<file path="src/rtl/fetch_pkg.sv">
// Shared types and constants for the instruction fetch stage: FSM states,
// PC mux selects, opcode constants and datapath widths.
package fetch_pkg;

    localparam int PC_W    = 16;
    localparam int INSTR_W = 9;
    localparam int OP_W    = 5;

    localparam logic [OP_W-1:0] OP_NOP    = 5'b00000;
    localparam logic [OP_W-1:0] OP_BRANCH = 5'b10001;
    localparam logic [OP_W-1:0] OP_JUMP   = 5'b10010;
    localparam logic [OP_W-1:0] OP_HALT   = 5'b11010;

    typedef enum logic [1:0] {
        RUN       = 2'd0,
        HALT_PEND = 2'd1,
        HALTED    = 2'd2
    } fetch_state_e;

    typedef enum logic [1:0] {
        PC_HOLD = 2'd0,
        PC_INC  = 2'd1,
        PC_LOAD = 2'd2
    } pc_sel_e;

    // The opcode field sits in the top five bits of every instruction word.
    function automatic logic [OP_W-1:0] opcode_of(input logic [INSTR_W-1:0] instr);
        return instr[INSTR_W-1 -: OP_W];
    endfunction

endpackage

</file>
<file path="src/rtl/fetch_pc_reg.sv">
// Program counter register: synchronous reset, hold, modulo-2^16 increment
// and redirect-target load, selected by the fetch FSM.
module fetch_pc_reg
    import fetch_pkg::*;
#(
    parameter logic [PC_W-1:0] RESET_PC = 16'd1
) (
    input  logic            clk,
    input  logic            reset,
    input  pc_sel_e         pc_sel,
    input  logic [PC_W-1:0] load_pc,
    output logic [PC_W-1:0] pc
);

    // NOTE: sequential state is written with non-blocking assignments so every
    // register samples the pre-edge values of its neighbours.
    always_ff @(posedge clk) begin
        if (reset) begin
            pc <= RESET_PC;
        end else begin
            unique case (pc_sel)
                PC_INC:  pc <= pc + 1'b1;
                PC_LOAD: pc <= load_pc;
                default: pc <= pc;
            endcase
        end
    end

endmodule

</file>
<file path="src/rtl/fetch_controller.sv">
// Instruction fetch stage with IF/ID register, stall/redirect handling and a
// halt FSM. Define FETCH_PERF_CNT_EN to add the fetch/stall performance counters.
module fetch_controller
    import fetch_pkg::*;
#(
    parameter logic [PC_W-1:0] RESET_PC = 16'd1,
    parameter logic [OP_W-1:0] HALT_OP  = OP_HALT
) (
    input  logic               clk,
    input  logic               reset,
    output logic [PC_W-1:0]    pc,
    input  logic [INSTR_W-1:0] instr_in,
    input  logic               stall,
    input  logic               redirect,
    input  logic [PC_W-1:0]    redirect_pc,
    output logic [INSTR_W-1:0] ifid_instr,
    output logic [PC_W-1:0]    ifid_pc,
    output logic               ifid_valid,
`ifdef FETCH_PERF_CNT_EN
    output logic [15:0]        fetch_cnt,
    output logic [15:0]        stall_cnt,
`endif
    output logic               halted
);

    fetch_state_e state, state_nxt;
    pc_sel_e      pc_sel;
    logic         latch_en;
    logic         clear_valid;
    logic         is_halt;

    assign is_halt = (opcode_of(instr_in) == HALT_OP);

    fetch_pc_reg #(
        .RESET_PC (RESET_PC)
    ) u_pc_reg (
        .clk     (clk),
        .reset   (reset),
        .pc_sel  (pc_sel),
        .load_pc (redirect_pc),
        .pc      (pc)
    );

    always_ff @(posedge clk) begin
        if (reset) state <= RUN;
        else       state <= state_nxt;
    end

    // NOTE: every signal driven here gets a default first, so no path can
    // leave it unassigned and infer a latch.
    always_comb begin
        state_nxt = state;
        unique case (state)
            RUN: begin
                if (!redirect && !stall && is_halt) state_nxt = HALT_PEND;
            end
            HALT_PEND: begin
                if (redirect)    state_nxt = RUN;
                else if (!stall) state_nxt = HALTED;
            end
            HALTED:  state_nxt = HALTED;
            default: state_nxt = RUN;
        endcase
    end

    // Redirect wins over stall and halt in both live states; HALTED ignores all.
    always_comb begin
        pc_sel      = PC_HOLD;
        latch_en    = 1'b0;
        clear_valid = 1'b0;
        unique case (state)
            RUN: begin
                if (redirect) begin
                    pc_sel      = PC_LOAD;
                    clear_valid = 1'b1;
                end else if (!stall) begin
                    latch_en = 1'b1;
                    pc_sel   = is_halt ? PC_HOLD : PC_INC;
                end
            end
            HALT_PEND: begin
                if (redirect) begin
                    pc_sel      = PC_LOAD;
                    clear_valid = 1'b1;
                end else if (!stall) begin
                    clear_valid = 1'b1;
                end
            end
            default: begin
                pc_sel = PC_HOLD;
            end
        endcase
    end

    always_ff @(posedge clk) begin
        if (reset) begin
            ifid_instr <= '0;
            ifid_pc    <= '0;
            ifid_valid <= 1'b0;
        end else if (latch_en) begin
            ifid_instr <= instr_in;
            ifid_pc    <= pc;
            ifid_valid <= 1'b1;
        end else if (clear_valid) begin
            ifid_valid <= 1'b0;
        end
    end

    always_ff @(posedge clk) begin
        if (reset) halted <= 1'b0;
        else       halted <= (state_nxt == HALTED);
    end

`ifdef FETCH_PERF_CNT_EN
    // Both counters saturate and stop counting once fetch has halted.
    always_ff @(posedge clk) begin
        if (reset) begin
            fetch_cnt <= '0;
            stall_cnt <= '0;
        end else begin
            if (latch_en && fetch_cnt != 16'hFFFF)
                fetch_cnt <= fetch_cnt + 1'b1;
            if (state != HALTED && stall && stall_cnt != 16'hFFFF)
                stall_cnt <= stall_cnt + 1'b1;
        end
    end
`endif

endmodule

</file>
<file path="config.mk">
export PLATFORM = sky130hd
export DESIGN_NAME = fetch_controller
export DESIGN_NICKNAME = d
export VERILOG_FILES = /design/src/rtl/fetch_pkg.sv /design/src/rtl/fetch_pc_reg.sv /design/src/rtl/fetch_controller.sv
export SDC_FILE = /design/constraint.sdc
export NUM_CORES = 1
export LEC_CHECK = 0
export CAP_MARGIN = 20
export CORE_UTILIZATION = 39
export DETAILED_ROUTE_END_ITERATION = 12
export GPL_TIMING_DRIVEN = 0
export PLACE_DENSITY = 0.7
export SYNTH_ARGS = -nofsm -noshare
export SYNTH_HDL_FRONTEND = slang
export SYNTH_SLANG_ARGS = --single-unit
</file>
<file path="constraint.sdc">
create_clock -name clk -period 2.75 [get_ports clk]
set_input_delay 0.55 -clock clk [delete_from_list [all_inputs] [get_ports clk]]
set_output_delay 0.55 -clock clk [all_outputs]
set_load 0.05 [all_outputs]
</file>
== Word-level counts from Yosys, hierarchy flattened ==
Index checks and enable logic that the tools add are counted.

* Output and inout port bits: 43
* Flip-flop bits (word level): 45
* Input bits: 29
* Memory bits (writable): 0
* Bits in read-only memories: 0
* Memories: 0
* Logic and storage cells: 38
* Bits in latches: 0

* $add $sub $neg: 1
* Bitwise logic cells: 0
* Divide/modulo/power cells: 0
* $mul: 0
* Reductions and logical operators: 7
* Shift-type cells: 0
* $lt $le $gt $ge: 0
* Equal/unequal tests: 6
* Mux-type cells: 18

{| class="wikitable"
|+ Operator list
! operator !! count
|-
| $pmux W16 S2 || 1
|-
| $add A16 B1 Y16 const B || 1
|-
| $mux W2 || 5
|-
| $mux W1 || 9
|-
| $eq A2 B2 Y1 const B || 3
|-
| $pmux W2 S3 || 1
|-
| $eq A5 B5 Y1 const B || 1
|-
| $eq A2 B1 Y1 const B || 2
|-
| $pmux W2 S2 || 1
|-
| $reduce_bool A2 Y1 || 2
|-
| $logic_and A1 B1 Y1 || 2
|-
| $logic_not A1 Y1 || 2
|-
| $logic_not A2 Y1 || 1
|-
| $pmux W1 S2 || 1
|}

== Longest topological paths before layout ==
Gate-level depths: netlist of the first run.

* Word-level depth: 7
* Depth in mapped cells: 10

== Hierarchy ==
From an unflattened synthesis of the first run, not the netlist that was laid out.

* Cells, all modules: 260
* Area total of the unflattened synthesis: 2090.8 um2

{| class="wikitable"
|+ By module, submodules not included
! module !! seq. area each (um2) !! area each (um2) !! times used !! cells an instance
|-
| fetch_controller || 580.6 || 1068.5 || 1 || 129
|-
| fetch_pc_reg || 320.3 || 1022.2 || 1 || 131
|}

== Least setup slack after synthesis of the first run ==
Ideal clock, no wire load.

* Path kind: in2reg
* Start: input stall
* End: register u_pc_reg.pc[12]
* Data arrival time: 2284 ps
* Library setup time: 133 ps
* Stages: 8
* Slack: 332 ps
* Cell sequence: nor4_4 buf_2 nand2_1 ha_1 clkbuf_1 mux2_2 o21ai_0 a211oi_2

* Cells in the longest elaborated chain, start to end: 5
* Elaborated cells between the ends (all ways): 7

{| class="wikitable"
|+ Ends and longest elaborated chain
! item !! RTL line !! source
|-
| from (decl) || fetch_controller.sv:13 || <nowiki>input logic stall,</nowiki>
|-
| $mux W1 * || fetch_controller.sv:76 || <nowiki>end else if (!stall) begin</nowiki>
|-
| $mux W2 * || fetch_controller.sv:73 || <nowiki>if (redirect) begin</nowiki>
|-
| $pmux W2 S2 * || fetch_controller.sv:71 || <nowiki>unique case (state)</nowiki>
|-
| $eq A2 B2 Y1 or $eq A2 B1 Y1 (tied branches) || fetch_pc_reg.sv:21 || <nowiki>unique case (pc_sel)</nowiki>
|-
| $pmux W16 S2 or $reduce_bool A2 Y1 (tied branches) || - ||
|-
| to (signal assigned) || fetch_pc_reg.sv:22 || <nowiki>PC_INC: pc <= pc + 1'b1;</nowiki>
|-
| to (signal assigned) || fetch_pc_reg.sv:23 || <nowiki>PC_LOAD: pc <= load_pc;</nowiki>
|-
| to (signal assigned) || fetch_pc_reg.sv:24 || <nowiki>default: pc <= pc;</nowiki>
|-
| to (decl) || fetch_pc_reg.sv:12 || <nowiki>output logic [PC_W-1:0] pc</nowiki>
|}

Mark *: on every way between the ends. The rest lies on a longest branch, timed or not.
A chain may end at the register's enable or synchronous reset.

== Worst setup path in the final report of the first run ==
Same ends and word-level chain as after synthesis.

==> results.ini, run 1 <==
[outcome]
status=complete, no violations

[finish]
syn2layout_area_growth_pct=43.9
n_antenna_cell=0
final_cells=416
multi_input_area_um2=1120
post-route-util=0.592
drive_gt1_frac=0.0983
seqCellArea_um2=901
final.fill_count=496
nNetsFinal=376
layout_commonest_cell=clkdlybuf4s50_1
mostFrequentLayoutCells=70 x clkdlybuf4s50_1, 65 x nand2_1, 45 x dfxtp_1

[die]
die_x_um=75.9
die-area_um2=5750
rows=26
io_pins=72
die_h_um=75.9
start_util=0.411
core_um2=5170

[drt]
vias=2187
routed_wl_um=5770
antenna_left=0
wl_per_cell_um=13.9
drt-pass1-iter-count=4
routed_via_density=5.26
route.detailed.drc=0
drt_iter0_drc=144

[pwr]
power_frac_comb=0.225
p_clk_frac=0.329
powerDensity_nw_per_um2=528
power_mw=1.62
swShare=0.307
p_sw_uw=496
seq_power_share=0.446
vdd_drop_max_v=0.000217
power.internal_mw=1.12
leakage_nw=1.05

[placement]
gp_congestion=0.820
dpl.hpwl_um=4230
dpl.cell_count=407
io_buffer_count=71

[sta]
finClkSkew_ps=3.82
tightest_slew_ps=548
drv_slew=0
rsz0062_at_grt=false
fmax_mhz=399
slew_headroom=0.635
fin_setup_tns_ps=0
final-setup-viol-count=0
whs_ps=457
finalCritPeriodShare=0.912
hold_violations=0
period_needed_ps=2510

[synth]
synth_nets=297
synth_edf_count=0
netlist_instances=266
netlist_top_cells_area=dfxtp_1 42%, nand2_1 11%, a21oi_1 8.7%
synth_top_area_share=0.424
synth-seq-cells=45
synth_top_area_cell=dfxtp_1
synthArstFlopShare=0
yosysSeqAreaShare=0.424
yosys.cell_types.count=43
ys_warn_count=0
avgSynthCellArea_um2=8.00
syn_area_um2=2130
ys.flop_type=dfxtp_1

[worst_setup_path]
cp-end-kind=register
required_ps=2930
worstSetupPathType=primary input to register
crit_path_start_kind=primary input
reg2reg_depth=8
cp_max_fo=10
cp_data_arrival_time_ps=2690

[cts]
cts_hold_buf=0
clock_path_buffers=2
numCtsBuffers=5
clockRootBuffer=clkbuf_8
clkSinkCount=45
cts_tree=yes
clkLatencyLatePin_ps=300
clk_pin_slew_worst_paths_ps=80
htreeDepth=2

[global_routing]
antenna_found_initial=0
overflow=0
grt_pass1_vias=1740
track_usage=0.208
grt_max_degree=15
grt_pass1_wl_um=8850

[run]
max_cap_viol_count=0

[min_path]
min_delay_path_depth=2
hp-class=register to register

==> cells by family (layout without fill, tap and decap cells) <==
logic type	Yosys count	after routing	share of synthesized area
buf+inv	23	103	0.0482
simple gates	113	113	0.263
mux	4	4	0.0194
flops	45	45	0.424
fa+ha+maj	2	2	0.0118
compound gates	79	79	0.234
==> sequential cells by signal, summed over array words and instances (netlist names) <==
register / count
u_pc_reg.pc: 16
ifid_valid: 1
ifid_pc: 16
halted: 1
ifid_instr: 9
state: 2
==> area by class of cell <==
| class | instances | share of cell area |
|---|---|---|
| Inverter | 5 | 0.00613 |
| Multi-Input combinational cell | 198 | 0.367 |
| Clock inverter | 2 | 0.0123 |
| Sequential cell | 45 | 0.294 |
| Timing Repair Buffer | 72 | 0.235 |
| Clock buffer | 6 | 0.0270 |
| Tap cell | 70 | 0.0286 |
| Buffer | 18 | 0.0290 |
==> routing by layer <==
layer  vias up  routed length (µm)  GRT usage
li1       1108                   -          -
met1       995                2810      0.306
met2        78                2530      0.292
met3         6                 345     0.0476
met4         0                  81     0.0741
met5         -                   0          0
==> path summary, 6_finish.rpt <==
path                                                  from                           end  slack, ps
worst min register to register  ifid_instr[2]$_SDFFE_PP0P_    ifid_instr[2]$_SDFFE_PP0P_        460
worst max-delay path                                 stall  u_pc_reg.pc[12]$_SDFFE_PP0P_        240
worst max register to register         state[1]$_SDFF_PP0_  u_pc_reg.pc[12]$_SDFFE_PP0P_        500
worst min-delay path            ifid_instr[2]$_SDFFE_PP0P_    ifid_instr[2]$_SDFFE_PP0P_        460
==> power groups by stage <==
stage / Combinational [mW] / Sequential, mW / Clock [mW]
floorplan: 0.123 / 0.829 / 0
global placement: 0.357 / 0.735 / 0
detailed placement: 0.360 / 0.736 / 0
CTS: 0.363 / 0.721 / 0.541
global route: 0.388 / 0.726 / 0.566
finish: 0.363 / 0.721 / 0.532
==> what timing repair did <==
item | in CTS | in global routing
buffers inserted | 1 | 0
endpoints found under the setup margin | 16 | 11
pin swaps | 1 | 0
resized for setup | 2 | 4
==> worst max-delay path, cell delays in order <==
cell and delay (ps):
clkdlybuf4s50_1 500, nor4_4 190, buf_4 220, nand2_1 70, ha_1 260, clkbuf_1 270, mux2_2 370, o21ai_0 190
a211oi_2 60
==> synth_stat cells (all sizes together) (2+ instances only) <==
cell	number
inv	5
nand3	6
and2	3
a211oi	2
nand4	6
o41ai	2
a22oi	7
o32ai	2
buf	11
o21ai	11
nor2b	4
nor4	4
dfxtp	45
mux2i	3
nor2	13
nor3	4
ha	2
clkbuf	7
nand2	65
a31oi	5
and3	3
o221a	2
a21oi	37
o211ai	4
==> per-stage QoR <==
step                setup WS (ps)  instance area (µm²)
finish                        241                 3060
global route                  131                 3060
CTS                          31.1                 3060
detailed placement           -631                 2930
global placement             -622                 2930
floorplan                     332                 2130
(Power assumes the default switching activity.)
==> run 2: changes to the inputs <==
clock period = 2.6 ns   (was 2.75 ns; I/O delays follow)
==> results.ini, run 2 (synthesis gave the netlist of run 1 again) <==
[sta]
rsz0062_at_grt=false
final-setup-viol-count=0
period_needed_ps=2400
finClkSkew_ps=4.56
whs_ps=457
drv_slew=0
tightest_slew_ps=554
finalCritPeriodShare=0.924
fmax_mhz=416
slew_headroom=0.631
hold_violations=0

[finish]
layout_commonest_cell=clkdlybuf4s50_1
mostFrequentLayoutCells=70 x clkdlybuf4s50_1, 65 x nand2_1, 45 x dfxtp_1
reg_top3=ifid_pc x16, u_pc_reg.pc x16, ifid_instr x9
final_cells=415
drive_gt1_frac=0.0986
syn2layout_area_growth_pct=43.7
nNetsFinal=375
n_antenna_cell=0

[drt]
vias=2179
drt_iter0_drc=126
drt-pass1-iter-count=4
routed_via_density=5.25
antenna_left=0
route.detailed.drc=0
routed_wl_um=5790
wl_per_cell_um=13.9

[outcome]
status=complete, no violations

[global_routing]
gr-usage-met2=0.292
antenna_found_initial=0
overflow=0
grt_pass1_vias=1740
grt_max_degree=15
track_usage=0.208
grt.busiest_layer=met1
grt_util_met3=0.0476
met1_usage=0.306
grt_pass1_wl_um=8850

[cts]
numCtsBuffers=5
clkSinkCount=45
clock_path_buffers=2
clkLatencyLatePin_ps=300
cts_hold_buf=0
cts_tree=yes
clk_pin_slew_worst_paths_ps=80
htreeDepth=2
clockRootBuffer=clkbuf_8

[pwr]
vdd_drop_max_v=0.000229
powerDensity_nw_per_um2=559
leakage_nw=1.05

[worst_setup_path]
crit_path_start_kind=primary input
cp_max_fo=10
required_ps=2830
cp-end-kind=register
worstSetupPathType=primary input to register
cp_data_arrival_time_ps=2630

[die]
die_h_um=75.9
rows=26
die_x_um=75.9
start_util=0.411
io_pins=72
core_um2=5170
die-area_um2=5750

[placement]
dpl.cell_count=407
dpl.hpwl_um=4230
io_buffer_count=71
gp_congestion=0.820

[run]
max_cap_viol_count=0

[min_path]
hp-class=register to register

run 2: cell count changes in the layout (fill, tap and decap cells not counted):
cell / change
clkbuf_1: -1
run 2: stage by stage:
step           total power, mW  setup TNS (ps)  utilization  setup WS [ps]  area [µm²]
2_1_floorplan             1.01               0            -            212        2130
3_3_place_gp              1.16          -10540        0.566           -742        2930
3_5_place_dp              1.16          -10530        0.566           -751        2930
4_1_cts                   1.72               0        0.590           50.9        3050
5_1_grt                   1.78               0        0.591           90.8        3060
6_report                  1.71               0        0.591            197        3060
run 2: critical path, cell delays in order:
cell             delay (ps)
clkdlybuf4s50_1         500
nor4_4                  190
buf_4                   220
nand2_1                  70
ha_1                    390
buf_2                   230
nor3_1                  190
nand4_1                 120
a31oi_1                 190
run 2: path summary, 6_finish.rpt:
kind / startpoint / end / slack [ps] / cells after the start
setup / recovery: stall / u_pc_reg.pc[13]$_SDFFE_PP0P_ / 200 / 9
hold / removal: ifid_instr[5]$_SDFFE_PP0P_ / ifid_instr[5]$_SDFFE_PP0P_ / 460 / 2
setup reg to reg: state[1]$_SDFF_PP0_ / u_pc_reg.pc[13]$_SDFFE_PP0P_ / 430 / 8
hold reg to reg: ifid_instr[5]$_SDFFE_PP0P_ / ifid_instr[5]$_SDFFE_PP0P_ / 460 / 2
run 2: timing repair:
item,4_1_cts,5_1_grt
setup buffers,1,0
gates resized for setup,3,2
endpoints found under the setup margin,16,7
pin swaps,1,0
gates cloned,0,0
run 2: per-layer routing:
layer	vias to the layer above	wire, µm
met5	-	0
met4	0	78
met3	7	424
met2	92	2540
met1	971	2750
li1	1109	-
run 2: power by group:
group,switching [mW],internal (mW)
Clock,0.249,0.313
Sequential,0.0415,0.721
Combinational,0.234,0.150
run 2: cell type report:
cell class	count	area [µm²]
plain buffers	17	85.1
clock buffers	6	82.6
clock inverters	2	37.5
fillers	498	2120
inverters	5	18.8
multi-input cells	198	1120
flip-flops and latches	45	901
well taps	70	87.6
repair buffers	72	721
==> run 3: changes to the inputs <==
CTS_CLUSTER_DIAMETER = 50   (was not set)
==> results of run 3 <==
Same layout as run 2: the final DEF is identical, and so are final timing and power.
